## src/rtl/timestamp_packet_generator.sv

```systemverilog
// timestamp_packet_generator: serializes T2-MI timestamp packets (type 0x20) from parallel fields.
// Optional CRC-32/MPEG-2 trailer enabled by defining T2MI_TS_CRC_EN.
`timescale 1ns/1ps
module timestamp_packet_generator #(
  parameter logic [7:0] TS_PACKET_TYPE = 8'h20,
  parameter int         GAP_CYCLES     = 2
) (
  input  logic        clk,
  input  logic        rst_n,
  input  logic        ts_valid,
  output logic        ts_ready,
  input  logic [3:0]  ts_bandwidth,
  input  logic [12:0] ts_utc_offset,
  input  logic [39:0] ts_seconds,
  input  logic [31:0] ts_subseconds,
  input  logic        tx_ready,
  output logic        packet_valid,
  output logic [7:0]  packet_type,
  output logic [7:0]  packet_data,
  output logic        packet_start,
  output logic        packet_end,
  output logic        ts_reject,
  output logic        tx_busy,
  output logic [7:0]  pkt_count
);
`ifdef T2MI_TS_CRC_EN
  typedef enum logic [2:0] {IDLE, START, PAYLOAD, CRC, END, GAP} state_t;
`else
  typedef enum logic [2:0] {IDLE, START, PAYLOAD, END, GAP} state_t;
`endif
  localparam logic [7:0] GAP_LAST = 8'(GAP_CYCLES > 0 ? GAP_CYCLES - 1 : 0);
  state_t      state, state_n;
  logic [3:0]  idx, idx_n;
  logic [7:0]  gcnt, gcnt_n;
  logic [3:0]  bw;
  logic [12:0] utco;
  logic [39:0] secs;
  logic [31:0] subsec;
  logic        accept;
  logic        valid_n, start_n, end_n, reject_n;
  logic [7:0]  type_n, data_n, count_n, pbyte;
  logic [95:0] payload, sh;
  assign payload  = {4'h0, bw, 3'b000, utco, secs, subsec};
  assign sh       = payload >> (7'd88 - {idx, 3'b000});
  assign pbyte    = sh[7:0];
  assign ts_ready = state == IDLE;
  assign tx_busy  = state != IDLE;
`ifdef T2MI_TS_CRC_EN
  logic [31:0] crc, crc_n;
  function automatic logic [31:0] crc_step(input logic [31:0] c, input logic [7:0] d);
    logic [31:0] r;
    r = c ^ {d, 24'h0};
    for (int i = 0; i < 8; i++) r = r[31] ? {r[30:0], 1'b0} ^ 32'h04C11DB7 : {r[30:0], 1'b0};
    return r;
  endfunction
`endif
  always_comb begin
    state_n  = state;
    idx_n    = idx;
    gcnt_n   = gcnt;
    accept   = 1'b0;
    valid_n  = 1'b0;
    start_n  = 1'b0;
    end_n    = 1'b0;
    reject_n = 1'b0;
    data_n   = 8'h00;
    type_n   = packet_type;
    count_n  = pkt_count;
`ifdef T2MI_TS_CRC_EN
    crc_n    = crc;
`endif
    case (state)
      IDLE: begin
        type_n = 8'h00;
        if (ts_valid && &ts_seconds) reject_n = 1'b1;
        else if (ts_valid) begin
          accept  = 1'b1;
          state_n = START;
        end
      end
      START: if (tx_ready) begin
        start_n = 1'b1;
        type_n  = TS_PACKET_TYPE;
        idx_n   = 4'd0;
        state_n = PAYLOAD;
`ifdef T2MI_TS_CRC_EN
        crc_n   = '1;
`endif
      end
      PAYLOAD: if (tx_ready) begin
        valid_n = 1'b1;
        data_n  = pbyte;
        idx_n   = idx == 4'd11 ? 4'd0 : idx + 4'd1;
`ifdef T2MI_TS_CRC_EN
        crc_n   = crc_step(crc, pbyte);
        state_n = idx == 4'd11 ? CRC : PAYLOAD;
`else
        state_n = idx == 4'd11 ? END : PAYLOAD;
`endif
      end
`ifdef T2MI_TS_CRC_EN
      CRC: if (tx_ready) begin
        valid_n = 1'b1;
        data_n  = crc[31:24];
        crc_n   = {crc[23:0], 8'h00};
        idx_n   = idx + 4'd1;
        state_n = idx == 4'd3 ? END : CRC;
      end
`endif
      END: if (tx_ready) begin
        end_n   = 1'b1;
        count_n = pkt_count + 8'd1;
        gcnt_n  = 8'd0;
        state_n = GAP_CYCLES == 0 ? IDLE : GAP;
      end
      GAP: begin
        type_n  = 8'h00;
        gcnt_n  = gcnt + 8'd1;
        state_n = gcnt == GAP_LAST ? IDLE : GAP;
      end
      default: state_n = IDLE;
    endcase
  end
  always_ff @(posedge clk or negedge rst_n) begin
    if (!rst_n) begin
      state        <= IDLE;
      idx          <= 4'd0;
      gcnt         <= 8'd0;
      bw           <= 4'h0;
      utco         <= 13'h0;
      secs         <= 40'h0;
      subsec       <= 32'h0;
      packet_valid <= 1'b0;
      packet_start <= 1'b0;
      packet_end   <= 1'b0;
      ts_reject    <= 1'b0;
      packet_type  <= 8'h00;
      packet_data  <= 8'h00;
      pkt_count    <= 8'h00;
`ifdef T2MI_TS_CRC_EN
      crc          <= '1;
`endif
    end else begin
      state        <= state_n;
      idx          <= idx_n;
      gcnt         <= gcnt_n;
      packet_valid <= valid_n;
      packet_start <= start_n;
      packet_end   <= end_n;
      ts_reject    <= reject_n;
      packet_type  <= type_n;
      packet_data  <= data_n;
      pkt_count    <= count_n;
`ifdef T2MI_TS_CRC_EN
      crc          <= crc_n;
`endif
      if (accept) begin
        bw     <= ts_bandwidth;
        utco   <= ts_utc_offset;
        secs   <= ts_seconds;
        subsec <= ts_subseconds;
      end
    end
  end
endmodule

```

## config.mk

```make
export PLATFORM = sky130hd
export DESIGN_NAME = timestamp_packet_generator
export DESIGN_NICKNAME = d
export VERILOG_FILES = /design/src/rtl/timestamp_packet_generator.sv
export SDC_FILE = /design/constraint.sdc
export NUM_CORES = 1
export LEC_CHECK = 0
export ABC_AREA = 0
export ABC_CLOCK_PERIOD_IN_PS = 3400
export BUFFER_PORTS_ARGS = -buffer_cell sky130_fd_sc_hd__buf_2
export CORE_ASPECT_RATIO = 2
export CORE_MARGIN = 10
export CORE_UTILIZATION = 59
export CTS_CLUSTER_SIZE = 40
export DETAILED_ROUTE_END_ITERATION = 10
export GPL_TIMING_DRIVEN = 1
export PLACE_DENSITY = 0.85
export REMOVE_ABC_BUFFERS = 1
export SYNTH_ARGS = -nofsm -noshare
export SYNTH_HDL_FRONTEND = slang
export SYNTH_SLANG_ARGS = --single-unit
```

## constraint.sdc

```tcl
create_clock -name clk -period 3.4 [get_ports clk]
set_input_delay 0.51 -clock clk [delete_from_list [all_inputs] [get_ports clk]]
set_output_delay 0.51 -clock clk [all_outputs]
set_load 0.02 [all_outputs]
```

== Yosys cells after proc, flatten, opt, wreduce, memory -nomap -nowiden ==
Index checks and enable logic that the tools add are counted.

* Add/subtract/negate cells: 4
* Multipliers: 0
* Div/mod/pow operators: 0
* $lt $le $gt $ge: 0
* Eq/ne operators: 11
* Shift-type cells: 1
* Muxes and demuxes: 27
* Bitwise logic cells: 0
* Reductions and logical operators: 13

{| class="wikitable"
|+ Operators with widths
! cell !! number
|-
| 92-bit by 7-bit right shift with 8-bit output || 1
|-
| 40-bit AND reduction || 1
|-
| 8-bit 2-to-1 mux || 4
|-
| 8-bit case mux with 2 select lines || 2
|-
| 3-bit 2-to-1 mux || 6
|-
| 8-bit by 1-bit adder with 8-bit output (second input constant) || 2
|-
| 3-bit case mux with 5 select lines || 1
|-
| 4-bit 2-to-1 mux || 3
|-
| 1-bit 2-to-1 mux || 10
|-
| 2-bit != test (second input constant) || 5
|-
| 8-bit by 1-bit == test with 1-bit output (second input constant) || 1
|-
| 4-bit case mux with 2 select lines || 1
|-
| 7-bit subtractor (first input constant) || 1
|-
| 3-bit by 2-bit == test with 1-bit output (second input constant) || 2
|-
| 2-bit AND reduction || 3
|-
| 2-bit nonzero test || 3
|-
| 5-bit AND reduction || 1
|-
| 4-bit by 1-bit adder with 4-bit output (second input constant) || 1
|-
| 4-bit == test (second input constant) || 1
|-
| 3-bit by 1-bit == test with 1-bit output (second input constant) || 1
|-
| 3-bit == test (second input constant) || 1
|-
| 3-bit zero test || 1
|-
| 3-bit AND reduction || 1
|-
| 3-bit nonzero test || 1
|-
| 2 further kinds || 2
|}

* Register bits after elaboration: 132
* Latch bits: 0
* Bits in writable memories: 0
* ROM bits: 0
* Input bits: 93
* Output and inout port bits: 30
* Logic and storage cells: 70
* Memories: 0

== Longest topological paths before layout ==
* Depth after elaboration: 4
* Mapped depth: 8
* Gate-level depth less buffers: 5

== Worst setup path before layout ==
Ideal clock, no wire load.

* Kind: reg2reg
* Start: register state[1]
* End: register secs[10]
* Library setup time: 125 ps
* Arrival time: 1967 ps
* Path slack: 1308 ps
* Cell stages (with the launch flop): 9
* Path buffers: 3
* Clock period less this slack: 2092 ps
* Cell sequence: dfrtp_1 buf_2 or3_4 inv_2 nand2_2 a31oi_4 buf_6 buf_8 mux2_4

* Cells in the longest elaborated chain, start to end: 2

{| class="wikitable"
|+ Ends and longest elaborated chain
! what !! line !! RTL
|-
| start: declaration || 32 || <nowiki>state_t state, state_n;</nowiki>
|-
| start signal: assignment || 144 || <nowiki>state <= state_n;</nowiki>
|-
| 3-bit zero test || n/a ||
|-
| net ts_ready || 11 || <nowiki>output logic ts_ready,</nowiki>
|-
| 1-bit 2-to-1 mux || 72 || <nowiki>case (state)</nowiki>
|-
| end signal: assignment || 160 || <nowiki>secs <= ts_seconds;</nowiki>
|-
| end: declaration || 37 || <nowiki>logic [39:0] secs;</nowiki>
|}

The timed path passes the listed nets, and every way through them passes these cells.
A chain may end at the register's enable or synchronous reset.

== Worst setup path after layout ==
* Start: register state[1]
* End: register subsec[19]

* Cells in the longest elaborated chain, start to end: 2

{| class="wikitable"
|+ Ends and longest elaborated chain
! what !! line !! RTL
|-
| 3-bit zero test || 72 ||
|-
| 1-bit 2-to-1 mux || 72 ||
|-
| end signal: assignment || 161 || <nowiki>subsec <= ts_subseconds;</nowiki>
|-
| end: declaration || 38 || <nowiki>logic [31:0] subsec;</nowiki>
|}

No other way between the ends.

==> results.md <==
* Result of the run: finished, final reports clean
* Clock tree from TritonCTS: done
* Slew at the pin closest to its max-slew limit at 0.927 ns
* First-pass GRT wire length at 22700 µm
* LEAKAGE at around 3.2 nW
* Highest clock rate at approximately 380 MHz
* # port buffers at roughly 120
* Wire length on met3 at between 900 and 1000 µm
* Die H at 159 µm
* Post-Syn Instances at 402
* Reg-to-reg critical path endpoint: subsec[19]
* Clock latency of the later-clocked register in the worst-skew pair at 0.42 ns
* Number of synthesized flops with an enable pin at 0
* Portion of the clock cycle consumed by the worst path in the final layout at 0.767
* Number of nets at the end of the flow at 618
* Arrival time at the worst endpoint at 2.91 ns
* Layout filler cell count at 589
* Most common library cell in the layout ignoring fill and taps: dfrtp_1
* Total vias in the final route at 3889
* Power density over the cells at 936 nW/µm²
* Detail Route Antenna Nets at 0
* Die Footprint at 14300 µm²
* Final worst hold slack at 0.148 ns
* Clock Power Share at 0.273
* Combinational fraction of design power at 0.318
* Depth of the CTS H-tree at 4
* Last weighted congestion value of the routability-driven placer at between 0.7 and 0.8
* Routed length per instance at 21.7 µm
* Top layer in use: met4
* Unique cell type count in the Yosys netlist at 44
* Max cap viols at 0
* Met2 wire len at 8120 µm
* IO Pins at 123
* Area of the mapped netlist at 5730 µm²
* Utilization after layout at 0.736
* Setup repair after global routing missed its margin: no
* Placed wire-length estimate after detailed placement at 10300 µm
* Clock buffer depth at 2
* Worst-case clock skew at 0.00676 ns
* First-pass iteration count of the detailed router at 5
* Final total negative setup slack at 0 ns
* Standard-cell rows at 50
* Worst r2r path cells at 6
* Fraction of layout cells with a size suffix above 1 at 0.508
* Ratio of routed vias to standard cells at 5.87
* R2R Setup Slk at between 0.7 and 0.8 ns
* Worst-path maximum fanout at 23
* Endpoint type of the worst setup path: flip-flop
* Number of global-route vias before repair at 4362
* Post-synthesis register bit count at 125
* Launch instance of the worst register-to-register path: state[1]
* Data required time at the worst endpoint at 3.70 ns
* Worst slew slack as a fraction of its limit at 0.382
* Total routing usage reported by global routing at 0.211
* GR Overflow Total at 0
* Root cell of the clock tree: clkbuf_16
* Width of the die at 89.7 µm
* DRC violation count after routing at 0
* NetSw at approximately 2.0 mW
* Metal-1 WL at 4730 µm
* Shortest period the worst path allows at ~2.6 ns
* Critical Path Start Type: flip-flop
* VDD IR-drop max at 0.630 mV
* Setup Crit Path Kind: reg -> reg
* Number of antenna violations at the first check in global routing at 1
* Number of warning messages in the yosys log at 0
* Largest net degree at the start of global routing at 58
* Flop pwr share at 0.409
* Hold Crit Class: in -> async
* Final wirelength at 14400 µm
* Highest-count cells in the layout ignoring fill and taps: 124 x dfrtp_1, 114 x buf_2, 80 x mux2_2
* Post-CTS Resized at 0
* Number of clock sinks seen by CTS at approximately 130
* Ys async rst share at 1.00
* Part of the Yosys area used for sequential elements at 0.546
* CORE AREA at approximately 9400 µm²
* Fraction of power spent switching nets at 0.302
* Max Transition Viols Final at 0
* # setup viols final at 0
* Number of buffers inserted by post-CTS setup repair at 0
* Most used DFF post-synth: dfrtp_1
* Average footprint of a synthesized cell at 14.2 µm²
* Hold bufs inserted after CTS at 0
* Drt initial violations at 274
* Clock-pin transition on the worst setup and hold timing paths at 0.05 ns
* Initial Utilization at 0.606
* Number of clock buffers inserted by TritonCTS at 17
* Area growth from synthesis to final layout at 21.5%
* Final hold violations at 0
* Cell internal power dissipation at ~4.5 mW
metal layers:
| layer | up-vias | track usage |
|---|---|---|
| met2 | 173 | 0.370 |
| li1 | 1701 | - |
| met4 | 0 | 0.0917 |
| met3 | 44 | 0.0665 |
| met5 | - | 0 |
| met1 | 1971 | 0.217 |
power by group through the flow:
stage / sequential [mW] / clock [mW] / combinational (mW)
global placement: 2.60 / 0 / 1.95
floorplan: 2.56 / 0 / 1.55
CTS: 2.65 / 1.80 / 2.08
detailed placement: 2.66 / 0 / 2.03
global route: 2.74 / 1.87 / 2.23
finish: 2.66 / 1.78 / 2.07
sequential cells by signal, summed over array words and instances, names as in the netlist:
signal / count
secs: 40
subsec: 32
utco: 13
gcnt: 8
packet_data: 8
pkt_count: 8
bw: 4
idx: 4
state: 3
packet_end: 1
packet_start: 1
packet_type: 1
packet_valid: 1
ts_reject: 1
cell families after synthesis:
family,count (synthesis),share of synthesized area
buffers and inverters,37,0.0378
AND/OR/NAND/NOR,71,0.0691
multiplexers,124,0.287
other,1,0.000655
flip-flops,125,0.546
XOR/XNOR,9,0.0138
adder cells (fa/ha/maj),5,0.0109
AO/OA/AOI/OAI,30,0.0347
per-stage QoR:
stage | instance area, µm² | instances | worst slack [ns] | total power [mW]
after detailed placement | 6360 | 631 | 0.812 | 4.70
after global routing | 6950 | 662 | 0.678 | 6.84
after CTS | 6950 | 662 | 0.795 | 6.53
after floorplan | 5570 | 380 | 0.110 | 4.11
final | 6950 | 663 | 0.792 | 6.51
after global placement | 6360 | 631 | 0.911 | 4.55
worst max-delay path by stage:
stage                     startpoint         end  cells after the start  slack (ns)
after floorplan             state[1]       bw[0]                      5        0.11
after global placement      state[1]   subsec[9]                      6        0.91
after detailed placement    state[1]  subsec[19]                      6        0.81
after CTS                   state[1]  subsec[19]                      6        0.79
after global routing        state[1]   subsec[4]                      6        0.68
final                       state[1]  subsec[19]                      6        0.79
critical path, stage by stage, from the launching register on:
cell	delay [ns]
dfrtp_1	0.46
or3_4	0.41
inv_2	0.07
nand2_2	0.07
a31oi_4	0.69
buf_4	0.41
mux2_2	0.38
final cells by class:
| cell class | count | area, µm² | share of cell area |
|---|---|---|---|
| flip-flops and latches | 125 | 3130 | 0.450 |
| well taps | 130 | 163 | 0.0234 |
| clock buffers | 24 | 502 | 0.0721 |
| inverters | 9 | 33.8 | 0.00486 |
| diodes | 1 | 2.50 | 0.000360 |
| repair buffers | 121 | 636 | 0.0914 |
| multi-input cells | 246 | 2400 | 0.346 |
| clock inverters | 7 | 85.1 | 0.0122 |
cells in the mapped netlist, types with 2 or more instances:
cell type    n  area, µm²
nand2_1     18       67.6
clkbuf_1     6       22.5
a21oi_1      9       45.0
mux4_2      20        450
xor2_1       2       17.5
o22ai_1      3       18.8
a211oi_1     4       30.0
buf_4       14        105
inv_2        2       7.51
buf_2        5       25.0
and3_1       2       12.5
mux2_4      10        150
nand4bb_1    2       22.5
nand4_1     13       81.3
nor4_2       2       25.0
mux2_2      80        901
mux2i_1     14        140
dfrtp_1    125       3130
nor2_1       8       30.0
nand3_1     16       80.1
xnor2_1      7       61.3
ha_1         5       62.6
o21ai_0      8       40.0
inv_1        7       26.3
No activity file was read; power rests on OpenSTA's default activity.
